<file path="config.mk">
export PLATFORM = sky130hd
export DESIGN_NAME = forward_hazard_ctrl
export DESIGN_NICKNAME = d
export VERILOG_FILES = /design/src/rtl/forward_hazard_ctrl_pkg.sv /design/src/rtl/forward_hazard_ctrl_match.sv /design/src/rtl/forward_hazard_ctrl.sv
export SDC_FILE = /design/constraint.sdc
export NUM_CORES = 1
export LEC_CHECK = 0
export CAP_MARGIN = 20
export CELL_PAD_IN_SITES_DETAIL_PLACEMENT = 0
export CELL_PAD_IN_SITES_GLOBAL_PLACEMENT = 1
export CORE_UTILIZATION = 34
export DETAILED_ROUTE_END_ITERATION = 16
export PLACE_DENSITY = 0.83
export SYNTH_ARGS = -nofsm -noshare
export SYNTH_HDL_FRONTEND = slang
export SYNTH_SLANG_ARGS = --single-unit
</file>
<file path="constraint.sdc">
create_clock -name clk -period 2.07 [get_ports clk]
set_clock_uncertainty 0.1 [all_clocks]
set_input_delay 0.3105 -clock clk [delete_from_list [all_inputs] [get_ports clk]]
set_output_delay 0.3105 -clock clk [all_outputs]
set_load 0.005 [all_outputs]
</file>
<file path="src/rtl/forward_hazard_ctrl_pkg.sv">
// Shared pipeline definitions: forwarding select encodings and the
// per-stage tracking record used by the hazard controller and EXE stage.
package forward_hazard_ctrl_pkg;

  // Operand source selects for the instruction sitting in EXE.
  localparam logic [1:0] SEL_RF  = 2'b00;  // register file read value
  localparam logic [1:0] SEL_MEM = 2'b01;  // ALU result now in MEM
  localparam logic [1:0] SEL_WB  = 2'b10;  // value now being written back

  // One tracking slot per downstream stage.
  typedef struct packed {
    logic       valid;
    logic [3:0] dest;
    logic       wb_en;
    logic       mem_r_en;
  } slot_t;

  localparam slot_t SLOT_BUBBLE = '0;

  // A slot only produces a value if it holds a real, writing instruction.
  function automatic logic is_producer(input slot_t s);
    return s.valid & s.wb_en;
  endfunction

endpackage

</file>
<file path="src/rtl/forward_hazard_ctrl_match.sv">
// Compares one tracking slot against the two source registers of the
// instruction in ID. src2 only counts when it is actually read.
module hazard_match
  import forward_hazard_ctrl_pkg::*;
(
  input  slot_t      slot,
  input  logic [3:0] src1,
  input  logic [3:0] src2,
  input  logic       src2_valid,
  output logic       match1,
  output logic       match2
);

  // The load flag does not take part in the compare; the caller decides
  // what a load match means.
  logic unused_mem_r_en;
  assign unused_mem_r_en = slot.mem_r_en;

  // Producer/destination compare for each source operand.
  always_comb begin
    match1 = is_producer(slot) && (slot.dest == src1);
    match2 = is_producer(slot) && src2_valid && (slot.dest == src2);
  end

endmodule

</file>
<file path="src/rtl/forward_hazard_ctrl.sv">
// RAW hazard detection and forwarding-select generation for a 5-stage
// pipeline. Tracks what sits in EXE, MEM and WB and decides whether the
// ID instruction must stall or which bypass each operand should take.
module forward_hazard_ctrl
  import forward_hazard_ctrl_pkg::*;
#(
  parameter int FORWARD_EN = 1
) (
  input  logic        clk,
  input  logic        rst,
  input  logic        id_valid,
  input  logic [3:0]  id_src1,
  input  logic [3:0]  id_src2,
  input  logic        id_src2_valid,
  input  logic [3:0]  id_dest,
  input  logic        id_wb_en,
  input  logic        id_mem_r_en,
  input  logic        branch_taken,
  output logic        stall,
  output logic [1:0]  sel_src1,
  output logic [1:0]  sel_src2,
  output logic [15:0] stall_count
);

  slot_t       exe_q, exe_d;
  slot_t       mem_q, mem_d;
  slot_t       wb_q,  wb_d;
  logic [1:0]  sel_src1_q, sel_src1_d;
  logic [1:0]  sel_src2_q, sel_src2_d;
  logic [15:0] stall_count_q, stall_count_d;

  logic exe_m1, exe_m2, mem_m1, mem_m2, wb_m1, wb_m2;
  logic accept;

  hazard_match u_exe_match (
    .slot(exe_q), .src1(id_src1), .src2(id_src2), .src2_valid(id_src2_valid),
    .match1(exe_m1), .match2(exe_m2)
  );

  hazard_match u_mem_match (
    .slot(mem_q), .src1(id_src1), .src2(id_src2), .src2_valid(id_src2_valid),
    .match1(mem_m1), .match2(mem_m2)
  );

  hazard_match u_wb_match (
    .slot(wb_q), .src1(id_src1), .src2(id_src2), .src2_valid(id_src2_valid),
    .match1(wb_m1), .match2(wb_m2)
  );

  // A WB match is never a hazard: the register file writes before ID reads.
  logic unused_wb_match;
  assign unused_wb_match = wb_m1 | wb_m2;

  // Stall decision from slot state and ID inputs only; a redirect wins.
  always_comb begin
    stall = 1'b0;
    if (id_valid && !branch_taken) begin
      if (FORWARD_EN != 0) begin
        stall = (exe_m1 | exe_m2) & exe_q.mem_r_en;
      end else begin
        stall = exe_m1 | exe_m2 | mem_m1 | mem_m2;
      end
    end
    accept = id_valid && !stall && !branch_taken;
  end

  // Next slot contents, forwarding selects and stall counter.
  always_comb begin
    exe_d         = SLOT_BUBBLE;
    mem_d         = exe_q;
    wb_d          = mem_q;
    sel_src1_d    = SEL_RF;
    sel_src2_d    = SEL_RF;
    stall_count_d = stall_count_q;
    if (accept) begin
      exe_d.valid    = 1'b1;
      exe_d.dest     = id_dest;
      exe_d.wb_en    = id_wb_en;
      exe_d.mem_r_en = id_mem_r_en;
      if (FORWARD_EN != 0) begin
        // Newer producer (EXE) takes priority over the older one (MEM).
        if (exe_m1)      sel_src1_d = SEL_MEM;
        else if (mem_m1) sel_src1_d = SEL_WB;
        if (exe_m2)      sel_src2_d = SEL_MEM;
        else if (mem_m2) sel_src2_d = SEL_WB;
      end
    end
    if (stall && (stall_count_q != 16'hFFFF)) begin
      stall_count_d = stall_count_q + 16'd1;
    end
  end

  // State registers with asynchronous active-low clear.
  always_ff @(posedge clk or negedge rst) begin
    if (!rst) begin
      exe_q         <= SLOT_BUBBLE;
      mem_q         <= SLOT_BUBBLE;
      wb_q          <= SLOT_BUBBLE;
      sel_src1_q    <= SEL_RF;
      sel_src2_q    <= SEL_RF;
      stall_count_q <= 16'd0;
    end else begin
      exe_q         <= exe_d;
      mem_q         <= mem_d;
      wb_q          <= wb_d;
      sel_src1_q    <= sel_src1_d;
      sel_src2_q    <= sel_src2_d;
      stall_count_q <= stall_count_d;
    end
  end

  assign sel_src1    = sel_src1_q;
  assign sel_src2    = sel_src2_q;
  assign stall_count = stall_count_q;

endmodule

</file>
* Word level (Yosys, flattened, before mapping)
Cells that the tools add are included. W data, S select, Z words.
Operators by class: add/subtract/negate cells 1, multiply operators 0, div/mod/pow operators 0, order comparisons 0, equality and inequality tests 5, shift-type cells 0, mux-type cells 8, bitwise gates (word level) 4, reduce and logical (&&, ||, !) cells 12
Operators by type and width (count):
- $add A16 B1 Y16 const B | 1
- $eq A4 B4 Y1 | 4
- $ne A16 B16 Y1 const B | 1
- $mux W2 | 6
- $logic_and A1 B1 Y1 | 10
- $mux W7 | 1
- $and A1 B1 Y1 | 3
- $logic_not A1 Y1 | 2
- $mux W1 | 1
- $or A1 B1 Y1 | 1
Word-level totals: bits in registers 33, bits in latches 0, RAM bits 0, bits in read-only memories 0, bits of input ports 19, output and inout port bits 21, logic and storage cells 40, memories 0

* Longest topological paths before layout
word-level depth 10, gate-level depth with buffers 6, mapped depth without buffers 5

* By module
From an unflattened synthesis, not the netlist that was laid out.
Second synthesis, totals: cell total of the unflattened synthesis 132, area total of the unflattened synthesis 1595.3 sq um
By module, submodules not included:
- forward_hazard_ctrl | times used 1, cells an instance 108, area an instance 1382.6 sq um, sequential area each 850.8 sq um
- hazard_match | times used 2, cells an instance 12, area an instance 106.4 sq um, sequential area each 0.0 sq um

* Worst setup path before layout
Ideal clock, no wire load.
path type register to register, start point register exe_q[5] in the netlist's numbering, end point register stall_count_q[1] (netlist: stall_count[1]), library setup time 0.125 ns, data arrival time 1.721 ns, required time 1.845 ns, slack 0.124 ns, cell stages (with the launch flop) 6, buffers on the path 0, clock period less this slack 1.946 ns, path through dfrtp_1 > xor2_1 > nor4_4 > a22oi_1 > nor3_1 > mux2_2
Between the ends: word-level cells in the longest chain between the ends 6, elaborated cells on any way between the ends 8, classes of those cells eq/ne (2); mux (1); bitwise (2); reduce/logical (3)
RTL lines:
- start: declaration | line forward_hazard_ctrl.sv:25 | slot_t exe_q, exe_d;
- start signal: assignment | line forward_hazard_ctrl.sv:96 | exe_q <= SLOT_BUBBLE;
- start signal: assignment | line forward_hazard_ctrl.sv:103 | exe_q <= exe_d;
- $eq A4 B4 Y1, on equally long branches | line forward_hazard_ctrl_match.sv:21, forward_hazard_ctrl_match.sv:22
- $logic_and A1 B1 Y1, on equally long branches | line forward_hazard_ctrl_match.sv:21, forward_hazard_ctrl_match.sv:22
- $or A1 B1 Y1 *
- $and A1 B1 Y1 * | line forward_hazard_ctrl.sv:59 | stall = (exe_m1 | exe_m2) & exe_q.mem_r_en;
- $mux W1 * | line forward_hazard_ctrl.sv:57 | if (id_valid && !branch_taken) begin
- $logic_and A1 B1 Y1 * | line forward_hazard_ctrl.sv:88 | if (stall && (stall_count_q != 16'hFFFF)) begin
- end signal: assignment | line forward_hazard_ctrl.sv:108 | stall_count_q <= stall_count_d;
- end: declaration | line forward_hazard_ctrl.sv:30 | logic [15:0] stall_count_q, stall_count_d;
Every way passes the cells marked *; elsewhere a longest branch is shown, timed or not. A chain may end at the register's enable or synchronous reset.

* Worst setup path in the final report
start point input port id_src2[2], end point output port stall
Between the ends: word-level cells in the longest chain between the ends 5
RTL lines:
- start: declaration | line forward_hazard_ctrl.sv:13 | input logic [3:0] id_src2,
- $eq A4 B4 Y1 | line forward_hazard_ctrl_match.sv:22 | match2 = is_producer(slot) && src2_valid && (slot.dest == src2);
- $logic_and A1 B1 Y1 | line forward_hazard_ctrl_match.sv:22
- $or A1 B1 Y1
- $and A1 B1 Y1 | line forward_hazard_ctrl.sv:59
- $mux W1 | line forward_hazard_ctrl.sv:57
- end: declaration | line forward_hazard_ctrl.sv:19 | output logic stall,
Every way passes these cells.

==> results.py <==
metrics = {
    "cts": {
        "cts_root_buf": "clkbuf_8",
        "worstSkewPairLatency_ns": 0.28,
        "ctsLongestPathBuffers": 2,
        "tritoncts": "built",
        "cts-buffers-inserted": 5,
        "clkTransAtPathRegs_ns": 0.06,
        "h-tree-depth": 2,
        "cts_sinks": 33,
    },
    "setup_path": {
        "endpoint_kind": "primary output",
        "cp_max_fo": 3,
        "start_kind": "input port",
        "criticalPathCategory": "in2out",
        "startpoint": "id_src2[2]",
        "arrival_ns": 1.61,
        "r2r_start": "exe_q[4]",
        "crit_required_ns": 1.66,
    },
    "outcome": {
        "status": "finished, final reports clean",
    },
    "cells_and_area": {
        "fillers": 366,
        "finalCoreUtilization_pct": 57.1,
        "layout_commonest_cell": "clkdlybuf4s50_1",
        "multi_input_area_sq_um": 882,
        "antennaDiodeCount": 0,
        "fin_nets": 230,
        "final_cell_mix": "clkdlybuf4s50_1, dfrtp_1, buf_4",
        "seq_area_sq_um": 828,
        "synthToLayoutAreaGrowth_pct": 60.4,
        "drive_gt1_share_pct": 29.7,
    },
    "die": {
        "die_w_um": 69.7,
        "dieArea_sq_um": 4860,
        "start_util_pct": 35.6,
        "dieHeight_um": 69.7,
        "ios": 40,
        "rows": 24,
        "coreArea_sq_um": 4380,
    },
    "routing": {
        "routedWlPerCell_um": 15.2,
        "ant_nets": 0,
        "routed_wl_um": 3980,
        "drc": 0,
        "dr.pass1.iters": 4,
        "vias": 1300,
        "first_iter_violations": 54,
        "vias_per_cell": 4.98,
    },
    "pwr": {
        "power_mw": 1.23,
        "p_per_area_nw_per_um2": 491,
        "ir_drop_uv": 277,
        "p_leak_nw": 1.19,
    },
    "timing": {
        "setup_tns_ns": 0,
        "worst_pin_slew_ns": 0.515,
        "min_period_ns": 2.02,
        "fmax_mhz": 494,
        "grt_setup_unrepaired": "true",
        "maxSlewViolCount": 0,
        "finalHoldViolCount": 0,
        "setup_viol": 0,
        "period_share_pct": 97.7,
        "slew_headroom_pct": 65.6,
        "setup_ws_ns": 0.0472,
        "whs_ns": 0.302,
    },
    "logic_synthesis": {
        "seq_area_frac_synth_pct": 52.9,
        "synth.area.top_cells": "dfrtp_1, xor2_1, xnor2_1",
        "netlist_instances": 138,
        "synth_warnings": 0,
        "synthDistinctLibCells": 29,
        "avgSynthCellArea_sq_um": 11.3,
        "netlist_area_sq_um": 1560,
        "synth_fp_nets": 158,
        "netlist.area_leader.share_pct": 52.9,
        "ys_seq_elements": 33,
        "synth_top_area_cell": "dfrtp_1",
    },
    "flow_run": {
        "maxCapViolCount": 0,
    },
    "global_routing": {
        "grt_max_degree": 34,
        "grt_antenna_before_repair": 0,
        "grt_pass1_wl_um": 6410,
        "grt-ovfl-total": 0,
        "grtUsageTotal_pct": 17.0,
        "grt_pass1_vias": 1398,
    },
    "placed_design": {
        "dp_hpwl_um": 2690,
        "port_buffers": 39,
        "gp_congestion": 0.826,
        "dp_worst_setup_slack_ns": -0.452,
    },
    "min_path": {
        "hp-class": "reg2reg",
        "hp-start": "exe_q[1]",
    },
}
where the power goes:
group          switching [mW]  internal (mW)  total [mW]  leakage [nW]
Clock                   0.220          0.221       0.441        0.0399
Sequential             0.0103          0.656       0.666         0.435
Combinational          0.0536         0.0697       0.123         0.712
Total                   0.284          0.946        1.23          1.19
final cells by class:
cell class                 instances  share of cell area [%]
multi-input combinational         98                    35.3
tap                               52                    2.60
clock buffer                       5                    2.75
clock inverter                     1                   0.200
sequential                        33                    33.1
inverter                           3                   0.450
timing repair buffer              69                    25.7
state kept, by name, summed over array words and instances, names as in the netlist:
signal,count
mem_q,6
sel_src2,2
stall_count,16
exe_q,7
sel_src1,2
logic make-up (layout without fill, tap and decap cells):
group / count (synthesis) / in the layout / synth area share [%]
AO/OA/AOI/OAI: 3 / 3 / 1.36
XOR/XNOR: 31 / 31 / 17.4
adder cells (fa/ha/maj): 1 / 1 / 0.802
buffers and inverters: 7 / 78 / 2.41
flip-flops: 33 / 33 / 52.9
multiplexers: 1 / 1 / 0.722
AND/OR/NAND/NOR: 62 / 62 / 24.4
synthesized netlist by cell type (all sizes together):
cell	count
nand3	6
nand4	2
and4	1
nand2b	2
and2	1
nor3	7
nor4	13
a22oi	1
a41oi	1
nand2	11
a21oi	1
nor2	5
or3	2
and3	10
dfrtp	33
inv	3
xor2	23
xnor2	8
mux2	1
buf	2
nor4b	1
ha	1
nor2b	1
clkbuf	2
routing by layer:
layer	wire length [um]	up-vias	GRT usage, %	part of all wire (%)
met3	162	12	5.09	4.1
li1	-	621	-	-
met2	2070	36	28.6	52
met5	0	-	0	0
met1	1640	631	20.1	41
met4	108	0	7.56	2.7
worst max-delay path, cell delays in order:
cell and delay (ns):
clkdlybuf4s50_1 0.55, xor2_2 0.17, nor3_2 0.06, buf_4 0.15, a22oi_2 0.18, nor2_1 0.07, buf_2 0.13
timing repair:
| action | 4_1_cts | 5_1_grt |
|---|---|---|
| hold buffers | 0 | 0 |
| buffers inserted | 3 | 4 |
| gates resized for setup | 23 | 15 |
| endpoints found under the setup margin | 12 | 17 |
| cloned | 0 | 0 |
| pin swaps | 9 | 21 |
worst paths after layout:
kind                                    to  slack (ns)  depth (start not counted)
max                                  stall        0.05                          7
min in group asynchronous         mem_q[2]        0.34                          2
max in group asynchronous         exe_q[4]        1.20                          2
min                               mem_q[1]        0.30                          0
max reg2reg                stall_count[10]        0.07                          7
min reg2reg                       mem_q[1]        0.30                          0
through the flow:
stage               instances  cell area, sq um
finish                    261              2500
CTS                       257              2420
global placement          249              2190
global route              261              2500
detailed placement        249              2190
floorplan                 138              1560
No activity file was read; power rests on OpenSTA's default activity.
